File: src/rtl/rs_driver_pkg.sv
// rtl/rs_driver_pkg.sv - shared state encoding and default timing for the RS latch driver
package rs_driver_pkg;

    typedef enum logic [1:0] {
        ST_IDLE,
        ST_PULSE,
        ST_SETTLE,
        ST_CHECK
    } state_t;

    localparam int DEF_PULSE_W = 2;
    localparam int DEF_SETTLE  = 1;
    localparam int DEF_MAX_TRY = 3;

endpackage

File: src/rtl/rs_pulse_timer.sv
// rtl/rs_pulse_timer.sv - loadable down-counter timing the pulse and settle phases
module rs_pulse_timer (
    input  logic       clk,
    input  logic       rst_n,
    input  logic       load,
    input  logic [3:0] load_val,
    output logic       zero
);

    logic [3:0] cnt;

    always_ff @(posedge clk) begin
        if (!rst_n) begin
            cnt <= 4'd0;
        end else if (load) begin
            cnt <= load_val;
        end else if (cnt != 4'd0) begin
            cnt <= cnt - 4'd1;
        end
    end

    assign zero = (cnt == 4'd0);

endmodule

File: src/rtl/rs_driver.sv
// rtl/rs_driver.sv - pulses a gated RS latch and confirms the write through Q feedback
module rs_driver
    import rs_driver_pkg::*;
#(
    parameter int PULSE_W = DEF_PULSE_W,
    parameter int SETTLE  = DEF_SETTLE,
    parameter int MAX_TRY = DEF_MAX_TRY
) (
    input  logic clk,
    input  logic rst_n,
    input  logic req_valid,
    input  logic req_level,
    output logic req_ready,
    output logic S,
    output logic R,
    input  logic Q_fb,
    output logic done,
    output logic err,
    output logic level
);

    // Timer loads are count-1 because the phase ends on the cycle the counter reads zero.
    localparam logic [3:0] PW_LOAD  = 4'(PULSE_W - 1);
    localparam logic [3:0] ST_LOAD  = 4'(SETTLE - 1);
    localparam logic [2:0] TRY_LIM  = 3'(MAX_TRY);

    state_t     state, state_nxt;
    logic [2:0] tries, tries_nxt;
    logic       cap_level, cap_nxt;
    logic       done_nxt, err_nxt, level_nxt;
    logic       s_nxt, r_nxt;
    logic       tmr_load, tmr_zero;
    logic [3:0] tmr_val;

    rs_pulse_timer u_timer (
        .clk      (clk),
        .rst_n    (rst_n),
        .load     (tmr_load),
        .load_val (tmr_val),
        .zero     (tmr_zero)
    );

    always_comb begin
        state_nxt = state;
        tries_nxt = tries;
        cap_nxt   = cap_level;
        tmr_load  = 1'b0;
        tmr_val   = 4'd0;
        done_nxt  = 1'b0;
        err_nxt   = 1'b0;
        level_nxt = level;
        case (state)
            ST_IDLE: begin
                if (req_valid && req_ready) begin
                    state_nxt = ST_PULSE;
                    cap_nxt   = req_level;
                    tries_nxt = 3'd0;
                    tmr_load  = 1'b1;
                    tmr_val   = PW_LOAD;
                end
            end
            ST_PULSE: begin
                if (tmr_zero) begin
                    if (SETTLE == 0) begin
                        state_nxt = ST_CHECK;
                    end else begin
                        state_nxt = ST_SETTLE;
                        tmr_load  = 1'b1;
                        tmr_val   = ST_LOAD;
                    end
                end
            end
            ST_SETTLE: begin
                if (tmr_zero) begin
                    state_nxt = ST_CHECK;
                end
            end
            ST_CHECK: begin
                if (Q_fb == cap_level) begin
                    state_nxt = ST_IDLE;
                    done_nxt  = 1'b1;
                    level_nxt = cap_level;
                end else begin
                    tries_nxt = tries + 3'd1;
                    if (tries_nxt < TRY_LIM) begin
                        state_nxt = ST_PULSE;
                        tmr_load  = 1'b1;
                        tmr_val   = PW_LOAD;
                    end else begin
                        state_nxt = ST_IDLE;
                        err_nxt   = 1'b1;
                    end
                end
            end
            default: state_nxt = ST_IDLE;
        endcase
        // S and R are decoded from one level bit, so they can never be high together.
        s_nxt = (state_nxt == ST_PULSE) && cap_nxt;
        r_nxt = (state_nxt == ST_PULSE) && !cap_nxt;
    end

    always_ff @(posedge clk) begin
        if (!rst_n) begin
            state     <= ST_IDLE;
            tries     <= 3'd0;
            cap_level <= 1'b0;
            S         <= 1'b0;
            R         <= 1'b0;
            done      <= 1'b0;
            err       <= 1'b0;
            level     <= 1'b0;
            req_ready <= 1'b1;
        end else begin
            state     <= state_nxt;
            tries     <= tries_nxt;
            cap_level <= cap_nxt;
            S         <= s_nxt;
            R         <= r_nxt;
            done      <= done_nxt;
            err       <= err_nxt;
            level     <= level_nxt;
            req_ready <= (state_nxt == ST_IDLE);
        end
    end

endmodule

File: config.mk
export PLATFORM = sky130hd
export DESIGN_NAME = rs_driver
export DESIGN_NICKNAME = d
export VERILOG_FILES = /design/src/rtl/rs_driver_pkg.sv /design/src/rtl/rs_pulse_timer.sv /design/src/rtl/rs_driver.sv
export SDC_FILE = /design/constraint.sdc
export NUM_CORES = 1
export LEC_CHECK = 0
export ABC_AREA = 1
export CORE_MARGIN = 5
export CORE_UTILIZATION = 53
export CTS_CLUSTER_SIZE = 8
export DETAILED_ROUTE_END_ITERATION = 16
export GPL_TIMING_DRIVEN = 0
export MAX_ROUTING_LAYER = met4
export PLACE_DENSITY = 0.76
export SLEW_MARGIN = 20
export SYNTH_ARGS = -nofsm -noshare
export SYNTH_HDL_FRONTEND = slang
export SYNTH_SLANG_ARGS = --single-unit
File: constraint.sdc
create_clock -name clk -period 1.9 [get_ports clk]
set_input_delay 0.38 -clock clk [delete_from_list [all_inputs] [get_ports clk]]
set_output_delay 0.38 -clock clk [all_outputs]
set_load 0.005 [all_outputs]
Yosys cells after proc, flatten, opt, wreduce, memory -nomap -nowiden
Index checks and enable logic that the tools add are counted. W data, S select, Z words.

Bits in registers: 16. Bits of input ports: 5. Output and inout bits: 6.

$add $sub $neg: 2. $lt $le $gt $ge: 1. Equal/unequal tests: 7. Muxes and demuxes: 24. Bitwise gates (word level): 2. Reduce and logical (&&, ||, !) cells: 14.

Operator list (number): $mux W1 (13); $mux W4 (2); $pmux W2 S4 (1); $mux W2 (3); $mux W3 (2); $pmux W3 S2 (1); $eq A2 B1 Y1 const B (2); $eq A2 B2 Y1 const B (2); $logic_not A2 Y1 (2); $logic_not A4 Y1 (1); $ne A2 B2 Y1 const B (2); $reduce_and A2 Y1 (2); $reduce_bool A2 Y1 (2); $reduce_bool A4 Y1 (1); $sub A4 B1 Y4 const B (1); $add A3 B1 Y3 const B (1); $logic_and A1 B1 Y1 (3); $lt A3 B2 Y1 const B (1); $pmux W1 S3 (1); $reduce_and A3 Y1 (1); $reduce_or A3 Y1 (1); $not A1 Y1 (2); $pmux W1 S2 (1); $eq A1 B1 Y1 (1); $logic_not A1 Y1 (1).

Depth between registers and ports, before layout
Gate-level depths: netlist of the first run.

Word-level depth: 7. Gate-level depth with buffers: 12. Mapped depth without buffers: 12.

Modules after synthesis
A second synthesis of the first run with hierarchy kept.

Cell total of the unflattened synthesis: 132. Area, all modules: 927.1 µm².

By module, submodules not included: rs_driver (times used 1, cells an instance 92, area an instance 679.4 µm²); rs_pulse_timer (times used 1, cells an instance 40, area an instance 247.7 µm²).

Least setup slack after synthesis of the first run
Ideal clock, no wire load.

Path type: register to register. From: register state[0]. To: register R. Library setup time: 73 ps. Data arrival time: 1223 ps. Data required time: 1827 ps. Setup slack: 604 ps. Stages on the path, launching flop included: 8. Cell sequence: dfxtp_1 > inv_1 > ha_1 > o21ai_0 > a21oi_1 > nor2_2 > nand2_1 > nor3_2.

Longest elaborated chain between the ends: 4. Elaborated cells on any way between the ends: 12. Those cells by class: 4 x eq/ne; 5 x mux; 3 x reduce/logical.

RTL lines: from (decl) (line rs_driver.sv:27) `state_t state, state_nxt;`; from (signal assigned) (line rs_driver.sv:114) `state <= state_nxt;`; $eq A2 B2 Y1 (tied with other cells) (line rs_driver.sv:52) `case (state)`; $pmux W2 S4 / $mux W1 (equally long branches) (line rs_driver.sv:52); $eq A2 B1 Y1 / $logic_not A1 Y1 (equally long branches) (line rs_driver.sv:99) `r_nxt = (state_nxt == ST_PULSE) && !cap_nxt;`; $logic_and A1 B1 Y1 (*) (line rs_driver.sv:99); to (signal assigned) (line rs_driver.sv:118) `R <= r_nxt;`; to (decl) (line rs_driver.sv:15) `output logic R,`.

Mark *: on every way between the ends. The rest lies on a longest branch, timed or not. A chain may end at the register's enable or synchronous reset.

Worst setup path after layout of the first run
From: register req_ready. To: output port req_ready.

RTL lines: from (decl) (line rs_driver.sv:13) `output logic req_ready,`; from (signal assigned) (line rs_driver.sv:122) `req_ready <= (state_nxt == ST_IDLE);`.

No word-level cell between the ends.

==> impl_metrics.env, run 1 <==
export IMPL_pwr_density_cell_nw_per_um2=1600
export IMPL_switching_power_uw=771
export IMPL_end_kind="primary output"
export IMPL_worstReg2RegStart="state[0]"
export IMPL_netlist_area_um2=912
export IMPL_cts_resized=0
export IMPL_syn_area_per_cell_um2=7.86
export IMPL_seqCellArea_um2=320
export IMPL_critPathMaxStageDelay_ps=500
export IMPL_clock_skew_final_ps=1.37
export IMPL_rsz0062_at_grt="false"
export IMPL_htree_levels=1
export IMPL_clkLatencyLatePin_ps=280
export IMPL_root_buffer="clkbuf_4"
export IMPL_synth_warnings=0
export IMPL_hold_class="reg -> reg"
export IMPL_cts_tree="done"
export IMPL_die_x_um=51.5
export IMPL_clockBufferDepth=2
export IMPL_area_growth_syn_to_layout_pct=15.8
export IMPL_core_rowCount=15
export IMPL_crit_fanout=2
export IMPL_multi_input_area_um2=513
export IMPL_via_per_inst=4.86
export IMPL_grt_total_usage_pct=14.5
export IMPL_syn_inst=116
export IMPL_min_period_over_period_pct=79.2
export IMPL_worstPathCellList="clkdlybuf4s50_1"
export IMPL_hold_depth=2
export IMPL_min_to="level"
export IMPL_grt_max_degree=9
export IMPL_ir_drop_v=0.000967
export IMPL_drive_gt1_share_pct=26.4
export IMPL_slowest_stage="clkdlybuf4s50_1"
export IMPL_fmax_mhz=664
export IMPL_critical_path_startpoint="req_ready"
export IMPL_drcViolationCount=0
export IMPL_final_common_cell="nand2_1"
export IMPL_hold_start="level"
export IMPL_first_iter_violations=9
export IMPL_synth_area_leaders="dfxtp_1 35%, ha_1 8.2%, nand2_1 7.4%, nand2_2 6.9%, inv_1 6.2%"
export IMPL_p_sw_share_pct=45.7
export IMPL_r2r_slack_ps=470
export IMPL_wl_per_cell_um=10.2
export IMPL_grt_pass1_vias=707
export IMPL_ys_types=22
export IMPL_finalPower_uw=1690
export IMPL_cts_setup_buffers=0
export IMPL_critPathBufInv=1
export IMPL_grt_pass1_wl_um=2740
export IMPL_routed_wl_um=1480
export IMPL_slew_headroom_pct=76.9
export IMPL_ios=11
export IMPL_worstRegToRegCells=7
export IMPL_period_minus_slack_ps=1510
export IMPL_dr_pass1_iters=4
export IMPL_worstPathRequired_ps=1520
export IMPL_crit_arrival_ps=1130
export IMPL_maxCapViolCount=0
export IMPL_setup_viol=0
export IMPL_yosys_area_top_type="dfxtp_1"
export IMPL_synth_top_cell_area_share_pct=35.1
export IMPL_routabilityCongestion=0.819
export IMPL_start_util_pct=54.0
export IMPL_drv_slew=0
export IMPL_gr_total_overflow=0
export IMPL_setup_slack_ps=395
export IMPL_syn_num_nets=127
export IMPL_tightestPinTransition_ps=346
export IMPL_leakage_uw=0.000492
export IMPL_outcome="finished clean"
export IMPL_tns_ps=0
export IMPL_nNetsFinal=142
export IMPL_clkSinkCount=16
export IMPL_portBuffers=10
export IMPL_power_frac_comb_pct=59.3
export IMPL_dp_hpwl_um=1200
export IMPL_vias=709
export IMPL_clkTransAtPathRegs_ps=80
export IMPL_crit_path_start_kind="flip-flop"
export IMPL_critPathKind="reg -> out"
export IMPL_fillerInstances=148
export IMPL_ant_nets=0
export IMPL_core_area_um2=1690
export IMPL_dieArea_um2=2650
export IMPL_cts_buffers=3
export IMPL_synth_seq_cells=16
export IMPL_hold_viol=0
export IMPL_p_clk_share_pct=10.3
export IMPL_final_cell_mix="18 x nand2_1, 16 x dfxtp_1, 15 x inv_1"
export IMPL_p_int_uw=916
export IMPL_p_seq_share_pct=30.5
export IMPL_hold_buffers=0
export IMPL_synth_seq_area_share_pct=35.1
export IMPL_timing_rr_end="R"
export IMPL_antenna_found_initial=0
export IMPL_fp_dieH_um=51.5
export IMPL_pre_cts_slack_ps=218
export IMPL_critPathTopFamily="buffers and inverters"
export IMPL_diodes=0
-- flip-flops by register name, summed over array words and instances (netlist names) --
signal,count
u_timer.cnt,4
tries,3
state,2
R,1
S,1
cap_level,1
done,1
err,1
level,1
req_ready,1
-- power by group through the flow --
stage | clock, uW | combinational, uW | sequential, uW
4_1_cts | 184 | 1010 | 514
2_1_floorplan | 0 | 825 | 511
3_3_place_gp | 0 | 985 | 515
6_report | 173 | 1000 | 514
3_5_place_dp | 0 | 1010 | 522
5_1_grt | 203 | 1140 | 527
-- metrics by stage --
| stage | cell area (um^2) | hold WS (ps) | std cells | utilization (%) |
|---|---|---|---|---|
| global route | 1060 | 501 | 146 | 62.5 |
| finish | 1060 | 467 | 146 | 62.5 |
| floorplan | 912 | 456 | 116 | - |
| CTS | 1060 | 472 | 146 | 62.5 |
| detailed placement | 1030 | 457 | 143 | 61.2 |
| global placement | 1030 | 452 | 143 | 61.2 |
-- how the worst max path moves through the flow --
stage                endpoint  slack [ps]  cells past startpoint
global route                R         300                      7
CTS                 req_ready         370                      1
global placement     tries[1]         240                     10
finish              req_ready         390                      1
floorplan                   R         600                      7
detailed placement   tries[1]         220                     10
-- layer usage --
metal  vias to the layer above  part of all wire [%]  global-route usage (%)
met5                         -                     0                       -
met4                         0                   3.0                    9.17
met3                         5                   3.1                    3.50
met2                        12                    48                    23.9
met1                       306                    46                    15.5
li1                        386                     -                       -
-- final cells by class --
class | instances | area share, %
clock buffer | 3 | 2.13
inverter | 21 | 7.46
multi-input combinational | 79 | 48.6
sequential | 16 | 30.3
tap | 17 | 2.01
timing repair buffer | 10 | 9.48
-- cell usage after synthesis --
| cell | instances |
|---|---|
| nor2_8 | 1 |
| inv_2 | 6 |
| or2_2 | 1 |
| nor2_2 | 3 |
| inv_1 | 15 |
| nor3_2 | 1 |
| o21ai_1 | 2 |
| nand2_2 | 10 |
| ha_1 | 6 |
| nor2_4 | 5 |
| nor2_1 | 8 |
| nand3_2 | 1 |
| nor4_1 | 1 |
| nand3_1 | 6 |
| nand2_4 | 3 |
| xor2_1 | 1 |
| o21a_1 | 1 |
| o211a_1 | 1 |
| dfxtp_1 | 16 |
| o21ai_0 | 5 |
| nand2_1 | 18 |
| a21oi_1 | 5 |
-- cells by family (layout without fill, tap and decap cells) --
kind of cell	Yosys count	count (layout)	share of synthesized area, %
AO/OA/AOI/OAI	14	14	8.50
XOR/XNOR	1	1	0.960
adder cells (fa/ha/maj)	6	6	8.23
buffers and inverters	21	34	8.64
flip-flops	16	16	35.1
AND/OR/NAND/NOR	58	58	38.5
Power figures use the tool's default switching activity.
==> run 2, diff against run 1 <==
- CORE_UTILIZATION: 53 -> 48
- PLACE_DENSITY: 0.76 -> 0.73
- clock period: 1.9 -> 1.2 ns (I/O delays scaled with it)
==> impl_metrics.env, run 2 (same netlist as run 1, synthesis figures left out) <==
export IMPL_outcome="finished, violations left"
export IMPL_violations="setup timing"
export IMPL_worstRegToRegCells=10
export IMPL_rsz0062_at_grt="true"
export IMPL_leakage_uw=0.000632
export IMPL_ios=11
export IMPL_grt_max_degree=10
export IMPL_nNetsFinal=157
export IMPL_largest_reg_flops=4
export IMPL_via_per_inst=4.86
export IMPL_fp_dieH_um=53.6
export IMPL_antenna_found_initial=0
export IMPL_maxCapViolCount=0
export IMPL_clockBufferDepth=2
export IMPL_first_iter_violations=22
export IMPL_crit_fanout=4
export IMPL_setup_viol=13
export IMPL_top_regs="u_timer.cnt x4, tries x3, state x2"
export IMPL_pwr_density_cell_nw_per_um2=2880
export IMPL_clkTransAtPathRegs_ps=100
export IMPL_drive_gt1_share_pct=53.1
export IMPL_min_to="level"
export IMPL_routed_wl_um=2260
export IMPL_die_x_um=53.6
export IMPL_finalPower_uw=3930
export IMPL_critPathKind="reg -> reg"
export IMPL_diodes=0
export IMPL_drt_met1_wl_um=974
export IMPL_dr_pass1_iters=4
export IMPL_drv_slew=0
export IMPL_wl_met3_um=94
export IMPL_root_buffer="clkbuf_4"
export IMPL_start_util_pct=51.7
export IMPL_routabilityCongestion=0.790
export IMPL_final_common_cell="nand2_1"
export IMPL_dp_cells=151
export IMPL_max_flop_register="u_timer.cnt"
export IMPL_clkSinkCount=16
export IMPL_wl_per_cell_um=13.3
export IMPL_portBuffers=10
export IMPL_hold_depth=2
export IMPL_clock_skew_final_ps=9.83
export IMPL_period_minus_slack_ps=1340
export IMPL_area_growth_syn_to_layout_pct=49.7
export IMPL_fillerInstances=119
export IMPL_crit_path_start_kind="flip-flop"
export IMPL_tightestPinTransition_ps=361
export IMPL_crit_arrival_ps=1530
export IMPL_dieArea_um2=2870
export IMPL_slew_headroom_pct=75.9
export IMPL_r2r_slack_ps=-140
export IMPL_timing_rr_end="u_timer.cnt[0]"
export IMPL_cts_buffers=3
export IMPL_min_period_over_period_pct=112
export IMPL_core_area_um2=1760
export IMPL_setup_slack_ps=-138
export IMPL_ant_nets=0
export IMPL_grt_total_usage_pct=16.4
export IMPL_grt_pass1_wl_um=3280
export IMPL_drcViolationCount=0
export IMPL_htree_levels=1
export IMPL_dp_hpwl_um=1340
export IMPL_hold_class="reg -> reg"
export IMPL_final_cell_mix="17 x nand2_1, 12 x buf_4, 10 x dfxtp_1, 10 x inv_2, 9 x nand2_4"
export IMPL_hold_start="level"
export IMPL_hold_viol=0
export IMPL_top_layer="met4"
export IMPL_grt_pass1_vias=757
export IMPL_core_rowCount=15
export IMPL_clkLatencyLatePin_ps=300
export IMPL_end_kind="flip-flop"
export IMPL_worstReg2RegStart="state[0]"
export IMPL_hold_slack_ps=477
export IMPL_cts_tree="done"
export IMPL_fmax_mhz=747
export IMPL_route_met2_wl_um=1150
export IMPL_hold_buffers=0
export IMPL_gr_total_overflow=0
export IMPL_fin_cells=170
export IMPL_ir_drop_v=0.00201
export IMPL_worstPathRequired_ps=1390
export IMPL_vias=826
run 2: through the flow:
step                worst slack (ps)  util (%)  setup TNS, ps  instance area (um^2)
global placement                -350      61.8          -4080                  1090
floorplan                      -43.9         -           -110                   958
finish                          -138      77.4          -1130                  1370
global route                    -233      77.4          -1960                  1370
CTS                             -120      72.3           -618                  1270
detailed placement              -365      61.8          -4440                  1090
run 2: area by class of cell:
type | count | area [um^2] | share of cell area, %
Sequential cell | 16 | 335 | 24.6
Multi-Input combinational cell | 79 | 648 | 47.5
Tap cell | 25 | 31.3 | 2.29
Inverter | 21 | 88.8 | 6.51
Timing Repair Buffer | 25 | 225 | 16.5
Clock buffer | 4 | 36.3 | 2.66
run 2: power by group:
| group | internal [uW] | switching, uW |
|---|---|---|
| sequential | 733 | 150 |
| clock | 185 | 182 |
| combinational | 1270 | 1410 |
run 2: repair_timing:
| item | CTS | global route |
|---|---|---|
| setup buffers | 9 | 6 |
| gates resized for setup | 36 | 8 |
| pin swaps | 15 | 18 |
| endpoints found under the setup margin | 20 | 13 |
run 2: how the worst max path moves through the flow:
| stage | start | slack [ps] | cells after the start | end |
|---|---|---|---|---|
| after floorplan | tries[0] | -40 | 11 | u_timer.cnt[0] |
| after global placement | rst_n | -350 | 3 | err |
| after detailed placement | Q_fb | -370 | 9 | tries[0] |
| after CTS | tries[0] | -120 | 11 | u_timer.cnt[0] |
| after global routing | state[0] | -230 | 10 | u_timer.cnt[0] |
| final | state[0] | -140 | 10 | u_timer.cnt[0] |
run 2: critical path: stages, from the launching register on:
cell     delay (ps)
dfxtp_4         400
ha_4            170
inv_1           100
nor2_4          150
nand2_4          80
nand3_4          70
nand2_4          70
nand2_1          60
nand2_1          40
inv_1            50
nor2_1           40
run 2: metal layers:
layer  vias up  global-route usage [%]
met4         0                    6.38
met1       382                    18.2
met5         -                       -
met3         5                    3.88
li1        420                       -
met2        19                    28.4
==> run 3, diff against run 2 <==
- CORE_ASPECT_RATIO: unset -> 1.1
- CORE_UTILIZATION: 48 -> 57
- GPL_ROUTABILITY_DRIVEN: unset -> 0
- PLACE_DENSITY: 0.73 -> 0.81
- clock period: 1.2 -> 1.7 ns (I/O delays scaled with it)
==> impl_metrics.env, run 3 (same netlist as run 1, synthesis figures left out) <==
export IMPL_ant_nets=0
export IMPL_leakage_uw=0.000492
export IMPL_area_growth_syn_to_layout_pct=15.8
export IMPL_r2r_slack_ps=220
export IMPL_critPathMaxStageDelay_ps=510
export IMPL_fmax_mhz=676
export IMPL_top_regs="u_timer.cnt x4, tries x3, state x2"
export IMPL_end_kind="primary output"
export IMPL_pre_cts_slack_ps=61.8
export IMPL_vias=741
export IMPL_portBuffers=10
export IMPL_dp_hpwl_um=1360
export IMPL_fp_dieH_um=52.0
export IMPL_diodes=0
export IMPL_hold_start="level"
export IMPL_grt_total_usage_pct=17.8
export IMPL_nNetsFinal=142
export IMPL_wl_per_cell_um=11.3
export IMPL_drv_slew=0
export IMPL_p_clk_share_pct=10.2
export IMPL_grt_pass1_wl_um=3110
export IMPL_timing_rr_end="R"
export IMPL_slew_headroom_pct=76.2
export IMPL_cts_resized=0
export IMPL_min_to="level"
export IMPL_critPathBufInv=1
export IMPL_clkLatencyLatePin_ps=280
export IMPL_clkSinkCount=16
export IMPL_htree_levels=1
export IMPL_cts_setup_buffers=0
export IMPL_ir_drop_v=0.00120
export IMPL_hold_depth=2
export IMPL_slowest_stage="clkdlybuf4s50_1"
export IMPL_maxCapViolCount=0
export IMPL_drive_gt1_share_pct=26.4
export IMPL_final_common_cell="nand2_1"
export IMPL_power_frac_comb_pct=59.7
export IMPL_crit_path_start_kind="flip-flop"
export IMPL_rsz0062_at_grt="false"
export IMPL_core_area_um2=1540
export IMPL_clkTransAtPathRegs_ps=80
export IMPL_root_buffer="clkbuf_4"
export IMPL_clock_skew_final_ps=4.09
export IMPL_hold_buffers=0
export IMPL_tns_ps=0
export IMPL_drcViolationCount=0
export IMPL_p_seq_share_pct=30.1
export IMPL_worstReg2RegStart="state[0]"
export IMPL_clockBufferDepth=2
export IMPL_setup_slack_ps=221
export IMPL_final_cell_mix="18 x nand2_1, 16 x dfxtp_1, 15 x inv_1"
export IMPL_die_x_um=48.1
export IMPL_cts_buffers=3
export IMPL_tightestPinTransition_ps=356
export IMPL_period_minus_slack_ps=1480
export IMPL_routed_wl_um=1650
export IMPL_critPathTopFamily="buffers and inverters"
export IMPL_dieArea_um2=2500
export IMPL_switching_power_uw=896
export IMPL_core_rowCount=15
export IMPL_gr_total_overflow=0
export IMPL_crit_fanout=2
export IMPL_antenna_found_initial=0
export IMPL_dr_pass1_iters=4
export IMPL_worstPathCellList="clkdlybuf4s50_1"
export IMPL_crit_arrival_ps=1140
export IMPL_p_sw_share_pct=46.7
export IMPL_grt_pass1_vias=781
export IMPL_hold_viol=0
export IMPL_start_util_pct=59.3
export IMPL_cts_tree="done"
export IMPL_fin_util_pct=68.6
export IMPL_outcome="finished clean"
export IMPL_grt_max_degree=9
export IMPL_worstRegToRegCells=7
export IMPL_largest_reg_flops=4
export IMPL_via_per_inst=5.08
export IMPL_critPathKind="reg -> out"
export IMPL_pwr_density_cell_nw_per_um2=1820
export IMPL_worstPathRequired_ps=1360
export IMPL_p_int_uw=1020
export IMPL_max_flop_register="u_timer.cnt"
export IMPL_min_period_over_period_pct=87.0
export IMPL_first_iter_violations=7
export IMPL_hold_class="reg -> reg"
export IMPL_ios=11
export IMPL_setup_viol=0
## run 3: layer usage
metal  part of all wire [%]  GRT usage [%]  vias to the layer above
met4                    2.1           6.73                        0
met5                      0              -                        -
met1                     42           19.1                      340
met2                     52           30.2                       10
met3                    3.7           4.50                        5
li1                       -              -                      386
## run 3: stage by stage
step           power, uW  cells  hold slack (ps)  area [um^2]
2_1_floorplan       1490    116              456          912
3_3_place_gp        1670    143              452         1030
3_5_place_dp        1730    143              480         1030
4_1_cts             1930    146              497         1060
5_1_grt             2110    146              545         1060
6_report            1920    146              496         1060
## run 3: final cells by class
class	instances	area [um^2]
multi-input cells	79	513
well taps	17	21.3
clock buffers	3	22.5
repair buffers	10	100
inverters	21	78.8
fillers	137	483
flip-flops and latches	16	320
## run 3: how the worst max path moves through the flow
stage          startpoint  endpoint  depth (start not counted)
2_1_floorplan    state[0]         R                          7
3_3_place_gp         Q_fb  tries[1]                         10
3_5_place_dp         Q_fb  tries[1]                         10
4_1_cts                 R         R                          1
5_1_grt          state[0]         R                          7
6_report            level     level                          1
## run 3: power groups by stage
stage	Sequential, uW	Clock (uW)	Combinational [uW]
global placement	575	0	1100
CTS	579	197	1150
global route	593	218	1300
finish	578	195	1150
detailed placement	587	0	1150
floorplan	571	0	922
